File: src/rtl/counter_ctrl_pkg.sv
// ============================================================================
// Module      : pack (package)
// Description : Shared op/state encodings and width defaults for counter_ctrl.
// Revision    : 1.0 - initial release
// ============================================================================
`default_nettype none

package pack;

    typedef enum logic [1:0] {
        OP_LOAD    = 2'b00,
        OP_UP      = 2'b01,
        OP_DOWN    = 2'b10,
        OP_ILLEGAL = 2'b11
    } ctrl_op_e;

    typedef enum logic [1:0] {
        ST_IDLE = 2'd0,
        ST_LOAD = 2'd1,
        ST_RUN  = 2'd2,
        ST_DONE = 2'd3
    } ctrl_state_e;

    localparam int c_default_width      = 4;
    localparam int c_default_prescale_w = 4;

endpackage

`default_nettype wire

File: src/rtl/counter_ctrl_ce_prescaler.sv
// ============================================================================
// Module      : ce_prescaler
// Description : Free-running prescale counter; tick when it reaches pscale_q.
// Revision    : 1.0 - initial release
// ============================================================================
`default_nettype none

module ce_prescaler
    import pack::*;
#(
    parameter int PRESCALE_W = c_default_prescale_w
) (
    input  logic                  clk,
    input  logic                  rst,
    input  logic                  clr,
    input  logic [PRESCALE_W-1:0] pscale_q,
    output logic                  tick
);

    logic [PRESCALE_W-1:0] r_pcnt;

    assign tick = (r_pcnt == pscale_q);

    always_ff @(posedge clk or posedge rst) begin
        if (rst) begin
            r_pcnt <= '0;
        end else if (clr || tick) begin
            r_pcnt <= '0;
        end else begin
            r_pcnt <= r_pcnt + PRESCALE_W'(1);
        end
    end

endmodule

`default_nettype wire

File: src/rtl/counter_ctrl.sv
// ============================================================================
// Module      : counter_ctrl
// Description : LOAD/UP/DOWN command sequencer for an up/down counter.
//               Optional abort input enabled by COUNTER_CTRL_ABORT_EN.
// Revision    : 1.0 - initial release
// ============================================================================
`default_nettype none

module counter_ctrl
    import pack::*;
#(
    parameter int WIDTH      = c_default_width,
    parameter int PRESCALE_W = c_default_prescale_w
) (
    input  logic                  clk,
    input  logic                  rst,
    input  logic                  cmd_valid,
    output logic                  cmd_ready,
    input  logic [1:0]            cmd_op,
    input  logic [WIDTH-1:0]      cmd_arg,
    input  logic [PRESCALE_W-1:0] prescale,
`ifdef COUNTER_CTRL_ABORT_EN
    input  logic                  abort,
`endif
    input  logic                  max_count,
    input  logic                  zero,
    output logic                  load_n,
    output logic                  ce,
    output logic                  up_down,
    output logic [WIDTH-1:0]      data_load,
    output logic                  busy,
    output logic                  done,
    output logic                  err
);

    ctrl_state_e           r_state;
    ctrl_state_e           w_state_nxt;
    logic [WIDTH-1:0]      r_remaining;
    logic [PRESCALE_W-1:0] r_pscale;
    logic                  r_up_down;
    logic [WIDTH-1:0]      r_data_load;
    logic                  r_err;
    logic                  w_err_nxt;
    logic                  w_ce;
    logic                  w_load_n;
    logic                  w_tick;
    logic                  w_term;
    logic                  w_accept;
    logic                  w_abort;
    ctrl_op_e              w_op;

`ifdef COUNTER_CTRL_ABORT_EN
    assign w_abort = abort;
`else
    assign w_abort = 1'b0;
`endif

    assign w_op      = ctrl_op_e'(cmd_op);
    assign w_accept  = cmd_valid && (r_state == ST_IDLE);
    // Terminal flag follows the latched direction so the counter never wraps
    assign w_term    = r_up_down ? max_count : zero;

    assign cmd_ready = (r_state == ST_IDLE) && !rst;
    assign busy      = (r_state != ST_IDLE);
    assign done      = (r_state == ST_DONE);
    assign err       = r_err;
    assign ce        = w_ce;
    assign load_n    = w_load_n;
    assign up_down   = r_up_down;
    assign data_load = r_data_load;

    ce_prescaler #(
        .PRESCALE_W (PRESCALE_W)
    ) u_ce_prescaler (
        .clk      (clk),
        .rst      (rst),
        .clr      (r_state != ST_RUN),
        .pscale_q (r_pscale),
        .tick     (w_tick)
    );

    always_comb begin
        w_state_nxt = r_state;
        w_ce        = 1'b0;
        w_load_n    = 1'b1;
        w_err_nxt   = 1'b0;
        case (r_state)
            ST_IDLE: begin
                if (w_accept) begin
                    case (w_op)
                        OP_LOAD:         w_state_nxt = ST_LOAD;
                        OP_UP, OP_DOWN:  w_state_nxt = ST_RUN;
                        default:         w_err_nxt   = 1'b1;
                    endcase
                end
            end
            ST_LOAD: begin
                if (w_abort) begin
                    w_state_nxt = ST_IDLE;
                    w_err_nxt   = 1'b1;
                end else begin
                    w_load_n    = 1'b0;
                    w_state_nxt = ST_DONE;
                end
            end
            ST_RUN: begin
                if (w_abort) begin
                    w_state_nxt = ST_IDLE;
                    w_err_nxt   = 1'b1;
                end else if (w_tick) begin
                    if (w_term) begin
                        w_state_nxt = ST_DONE;
                    end else begin
                        w_ce = 1'b1;
                        if (r_remaining == WIDTH'(1)) begin
                            w_state_nxt = ST_DONE;
                        end
                    end
                end
            end
            ST_DONE: begin
                w_state_nxt = ST_IDLE;
            end
            default: begin
                w_state_nxt = ST_IDLE;
            end
        endcase
    end

    always_ff @(posedge clk or posedge rst) begin
        if (rst) begin
            r_state     <= ST_IDLE;
            r_remaining <= '0;
            r_pscale    <= '0;
            r_up_down   <= 1'b1;
            r_data_load <= '0;
            r_err       <= 1'b0;
        end else begin
            r_state <= w_state_nxt;
            r_err   <= w_err_nxt;
            if (w_accept) begin
                r_remaining <= cmd_arg;
                r_pscale    <= prescale;
                if (w_op == OP_LOAD) begin
                    r_data_load <= cmd_arg;
                end
                if (w_op == OP_UP) begin
                    r_up_down <= 1'b1;
                end else if (w_op == OP_DOWN) begin
                    r_up_down <= 1'b0;
                end
            end else if (w_ce && (r_remaining > WIDTH'(1))) begin
                // A zero count means unlimited and is never decremented
                r_remaining <= r_remaining - WIDTH'(1);
            end
        end
    end

endmodule

`default_nettype wire

File: config.mk
export PLATFORM = sky130hd
export DESIGN_NAME = counter_ctrl
export DESIGN_NICKNAME = d
export VERILOG_FILES = /design/src/rtl/counter_ctrl_pkg.sv /design/src/rtl/counter_ctrl_ce_prescaler.sv /design/src/rtl/counter_ctrl.sv
export SDC_FILE = /design/constraint.sdc
export NUM_CORES = 1
export LEC_CHECK = 0
export ABC_AREA = 0
export CORE_MARGIN = 2
export CORE_UTILIZATION = 45
export CTS_CLUSTER_SIZE = 24
export DETAILED_ROUTE_END_ITERATION = 8
export PLACE_DENSITY = 0.81
export SLEW_MARGIN = 20
export SYNTH_ARGS = -nofsm -noshare
export SYNTH_HDL_FRONTEND = slang
export SYNTH_SLANG_ARGS = --single-unit
File: constraint.sdc
create_clock -name clk -period 2.3 [get_ports clk]
set_clock_uncertainty 0.1 [all_clocks]
set_input_delay 0.46 -clock clk [delete_from_list [all_inputs] [get_ports clk]]
set_output_delay 0.46 -clock clk [all_outputs]
set_load 0.01 [all_outputs]
Yosys cells after proc, flatten, opt, wreduce, memory -nomap -nowiden --
Index checks and enable logic that the tools add are counted.
Word-level totals: register bits 20, bits of input ports 15, output and inout port bits 11, word-level logic and storage cells 56
Cells by class: add/subtract/negate cells 2, order comparisons 1, equality and inequality tests 12, multiplexer cells 19, reduce and logical (&&, ||, !) cells 15
Operators by type and width (number):
- 2-to-1 mux 4 bit | 3
- 2-to-1 mux 1 bit | 10
- 2-to-1 mux 2 bit | 4
- case mux 2 bit (4 select lines) | 1
- equality test 2 bit, second input constant | 3
- nonzero test 2 bit | 3
- adder 4 x 1 -> 4 bit, second input constant | 1
- equality test 2 x 1 -> 1 bit, second input constant | 2
- equality test 4 x 1 -> 1 bit, second input constant | 1
- equality test 4 bit | 1
- > comparator 4 x 1 -> 1 bit, second input constant | 1
- logical NOT 2 bit | 2
- inequality test 2 bit, second input constant | 2
- case mux 2 bit (2 select lines) | 1
- AND reduction 2 bit | 2
- AND reduction 4 bit | 1
- subtractor 4 x 1 -> 4 bit, second input constant | 1
- logical AND 1 bit | 3
- inequality test 3 x 1 -> 1 bit, second input constant | 1
- inequality test 3 bit, second input constant | 1
- OR reduction 3 bit | 1
- inequality test 2 x 1 -> 1 bit, second input constant | 1
- OR reduction 2 bit | 1
- logical NOT 1 bit | 1
- logical OR 1 bit | 1

Depth between registers and ports, before layout --
depth after elaboration 7, gate-level depth with buffers 7, gate-level depth less buffers 6

Hierarchy --
From an unflattened synthesis, not the netlist that was laid out.
Second synthesis, totals: cell total of the unflattened synthesis 110, area total of the unflattened synthesis 1143.6 sq um
Modules (own cells, without submodules):
- counter_ctrl | instances 1, cells an instance 92, area each 925.9 sq um, sequential area each 401.6 sq um
- ce_prescaler | instances 1, cells an instance 18, area each 217.7 sq um, sequential area each 100.1 sq um

Worst setup path after synthesis --
OpenSTA, ideal clock, no wires.
path kind register -> register, start point register u_ce_prescaler.r_pcnt[1], end point register r_remaining[2], setup time 82 ps, arrival time 1830 ps, required time 2118 ps, slack 288 ps, cell stages (with the launch flop) 6, path buffers 1, period minus slack after synthesis 2012 ps, cell sequence dfrtp_1 > xor2_1 > or4_1 > buf_2 > or4_1 > a31oi_1
On the way: word-level cells in the longest chain between the ends 5
Ends and longest elaborated chain:
- from (decl) | line counter_ctrl_ce_prescaler.sv:20 | logic [PRESCALE_W-1:0] r_pcnt;
- from (signal assigned) | line counter_ctrl_ce_prescaler.sv:30 | r_pcnt <= r_pcnt + PRESCALE_W'(1);
- equality test 4 bit | line counter_ctrl_ce_prescaler.sv:22 | assign tick = (r_pcnt == pscale_q);
- 2-to-1 mux 1 bit | line counter_ctrl.sv:110 | end else if (w_tick) begin
- 2-to-1 mux 1 bit | line counter_ctrl.sv:87 | case (r_state)
- logical AND 1 bit | line counter_ctrl.sv:152 | end else if (w_ce && (r_remaining > WIDTH'(1))) begin
- nonzero test 2 bit (no line)
- to (signal assigned) | line counter_ctrl.sv:142 | r_remaining <= cmd_arg;
- to (signal assigned) | line counter_ctrl.sv:154 | r_remaining <= r_remaining - WIDTH'(1);
- to (decl) | line counter_ctrl.sv:38 | logic [WIDTH-1:0] r_remaining;
No other way between the ends. A chain may end at the register's enable or synchronous reset.

Worst setup path in the final report --
start point register r_pscale[2], end point register r_remaining[2]
On the way: word-level cells in the longest chain between the ends 5
Ends and longest elaborated chain:
- from (decl) | line counter_ctrl.sv:39 | logic [PRESCALE_W-1:0] r_pscale;
- from (signal assigned) | line counter_ctrl.sv:143 | r_pscale <= prescale;
- equality test 4 bit | line counter_ctrl_ce_prescaler.sv:22
- 2-to-1 mux 1 bit | line counter_ctrl.sv:110
- 2-to-1 mux 1 bit | line counter_ctrl.sv:87
- logical AND 1 bit | line counter_ctrl.sv:152
- nonzero test 2 bit (no line)
No other way between the ends.

==> metrics.csv <==
metric;value;unit
run status;finished clean;
FILL cells;204;
initial antenna violation count;0;
met1 GRT Util;19.4;%
minimum clock period;2.22;ns
Worst setup EP type;flop;
global route overflow;0;
root buffer cell;clkbuf_4;
CP cell instances;xor2_1 -> or4_4 -> buf_4 -> or4_1 -> a31oi_1;
Worst-path clk slew;0.11;ns
Die Ht;54.0;um
Routed WL;2.18;mm
Avg Cell Area, Syn;10.7;sq um
MaxCap Viol Count;0;
largest fanout on the critical path;8;
layer with the highest usage;met2;
Finish-stage setup viols;0;
slowest CP cell;or4_4;
met2 Use GR;32.5;%
relative slew slack;69.0;%
met3 Resource Use GR;3.06;%
WP buf/inv;1;
signal arrival time at the worst endpoint;2.33;ns
largest net degree at the start of global routing;21;
First DRT Iteration DRCs;7;
Synth async-reset ratio;100;%
synthesized instance count;105;
worst hold path class;in -> async;
CTS Hold Buffers Added;0;
FF/Latch Area;502;sq um
CP delay by family, top;simple AND/OR/NAND/NOR gates;
Total Routing Usage GR;17.3;%
CTS tree;done;
core area;2410;sq um
#FFs+latches synth;20;
layout cell share with drive strength beyond 1;16.4;%
final total power;1.67;mW
Post-synth top flop;dfrtp_1;
worst reg2reg path startpoint;r_pscale[2];
area delta synth->final;32.6;%
CTS Buf Count;3;
Area contributors post-synth;dfrtp_1 42%, ha_1 12%, mux2_2 9.0%, mux2i_1 5.3%, xor2_1 3.9%;
Vias/cell;5.14;
reg-to-reg slack, setup;0.08;ns
Syn Nets;131;
number of flops mapped to enable cells by yosys;0;
Critical Path Start Type;flop;
RSZ-0062 raised after global routing;false;
drt pass-1 iters;6;
most frequent cell after synthesis;dfrtp_1;
drt drc;0;
pwr/cell area;1120;nW/um^2
Syn. warnings;0;
final period utilization;96.4;%
post-layout util;61.8;%
cell taking the most area after synthesis;dfrtp_1;
sequential area share after synthesis;44.7;%
clock sinks;20;
first-pass GRT wire length;3.69;mm
most frequent cells after synthesis;19 x dfrtp_1, 11 x ha_1, 11 x inv_1;
routed vias;874;
Worst Max-Slew Pin Slew;0.460;ns
number of diodes;0;
clk buf depth;2;
Starting Density;46.6;%
drt wl/cell;12.8;um
Buffers on Ports;25;
f_max;0.451;GHz
full die area;2910;sq um
Top Ports;26;
Slew Viols, Final;0;
cell area after synthesis;1120;sq um
critical path class;reg -> reg;
peak supply drop;0.000615;V
Distinct cells, synth;24;
R2R cell count;5;
Die X;54.0;um
share of the synthesized area in the top cell type;42.3;%
vias in the first global route;907;
clock latency on the worst-skew pair;0.28;ns
CTS H-tree depth;1;
CP peak stage delay;0.54;ns
num rows;18;
Pleak;0.713;nW
Worst Path Required;2.41;ns
Placer Congestion;0.799;
Final HPWL DP;1.78;mm
# nets final;167;
reg2reg end;r_remaining[2];
Hold Fails Final Rpt;0;
DRT antenna net count;0;
area of the multi-input gates;576;sq um
==> registers in the layout (all words and copies together), names as in the netlist <==
name and flops:
err 1, r_state 2, up_down 1, r_remaining 4, r_pscale 4, data_load 4
u_ce_prescaler.r_pcnt 4
==> worst max-delay path by stage <==
stage / slack, ns / startpoint / cells past startpoint / to
floorplan: 0.29 / u_ce_prescaler.r_pcnt[1] / 5 / r_remaining[2]
global placement: -0.01 / max_count / 5 / ce
detailed placement: -0.02 / r_pscale[1] / 4 / ce
CTS: 0.00007 / r_state[1] / 5 / cmd_ready
global route: 0.01 / r_pscale[0] / 4 / ce
finish: 0.08 / r_pscale[2] / 5 / r_remaining[2]
==> what timing repair did <==
item / CTS / global route
cloned: 0 / 0
setup buffers: 0 / 1
gates resized for setup: 4 / 2
pin swaps: 2 / 0
endpoints found under the setup margin: 1 / 3
==> cells in the final DEF (no fill, tap or decap), types with 3 or more instances in the layout <==
cell and n:
clkdlybuf4s50_1 23, nor2_1 8, buf_4 8, ha_1 11, o21ai_0 4, inv_1 11, xor2_1 5, mux2i_1 6
mux2_2 9, nand2_1 6, dfrtp_1 19, nand3_1 5, or4_1 3, clkbuf_4 3
==> cell families (layout without fill, tap and decap cells) <==
group,after synthesis,after routing,synth area share (%)
and+or+nand+nor,28,28,12.4
adders and majority gates,11,11,12.2
DFF,20,20,44.7
xor gates and xnor gates,6,6,4.68
muxes,15,15,14.4
AOI/OAI and AO/OA,12,12,7.24
buffers and inverters,13,48,4.45
==> metrics by stage <==
step	setup TNS, ns	hold slack, ns	cells	instance area [sq um]	setup slack (ns)
after floorplan	0	0.323	105	1120	0.288
after global placement	-0.0111	0.388	165	1460	-0.0111
after detailed placement	-0.0168	0.397	165	1460	-0.0168
after CTS	0	0.419	169	1480	0.0000674
after global routing	0	0.433	170	1490	0.0128
final	0	0.416	170	1490	0.0830
==> worst register-to-register path: stages (launching register included) <==
cell	delay, ns
dfrtp_1	0.41
xor2_1	0.19
or4_4	0.54
buf_4	0.18
or4_1	0.52
a31oi_1	0.20
==> power by group <==
group | internal (mW) | leakage, nW | switching (mW) | total, mW
Clock | 0.0673 | 0.0150 | 0.0985 | 0.166
Combinational | 0.473 | 0.453 | 0.418 | 0.891
Sequential | 0.505 | 0.245 | 0.109 | 0.614
Total | 1.04 | 0.713 | 0.625 | 1.67
==> area by class of cell <==
class	instances	share of cell area (%)
multi-input combinational	72	38.6
clock buffer	4	1.76
timing repair buffer	33	20.7
sequential	20	33.7
tap	30	2.52
inverter	11	2.77
==> layer usage <==
layer / share of wire (%) / wire, um / up-vias
li1: - / - / 437
met1: 43 / 941 / 419
met2: 52 / 1140 / 16
met3: 3.6 / 79 / 2
met4: 0.87 / 19 / 0
met5: 0 / 0 / -
No activity file was read; power rests on OpenSTA's default activity.
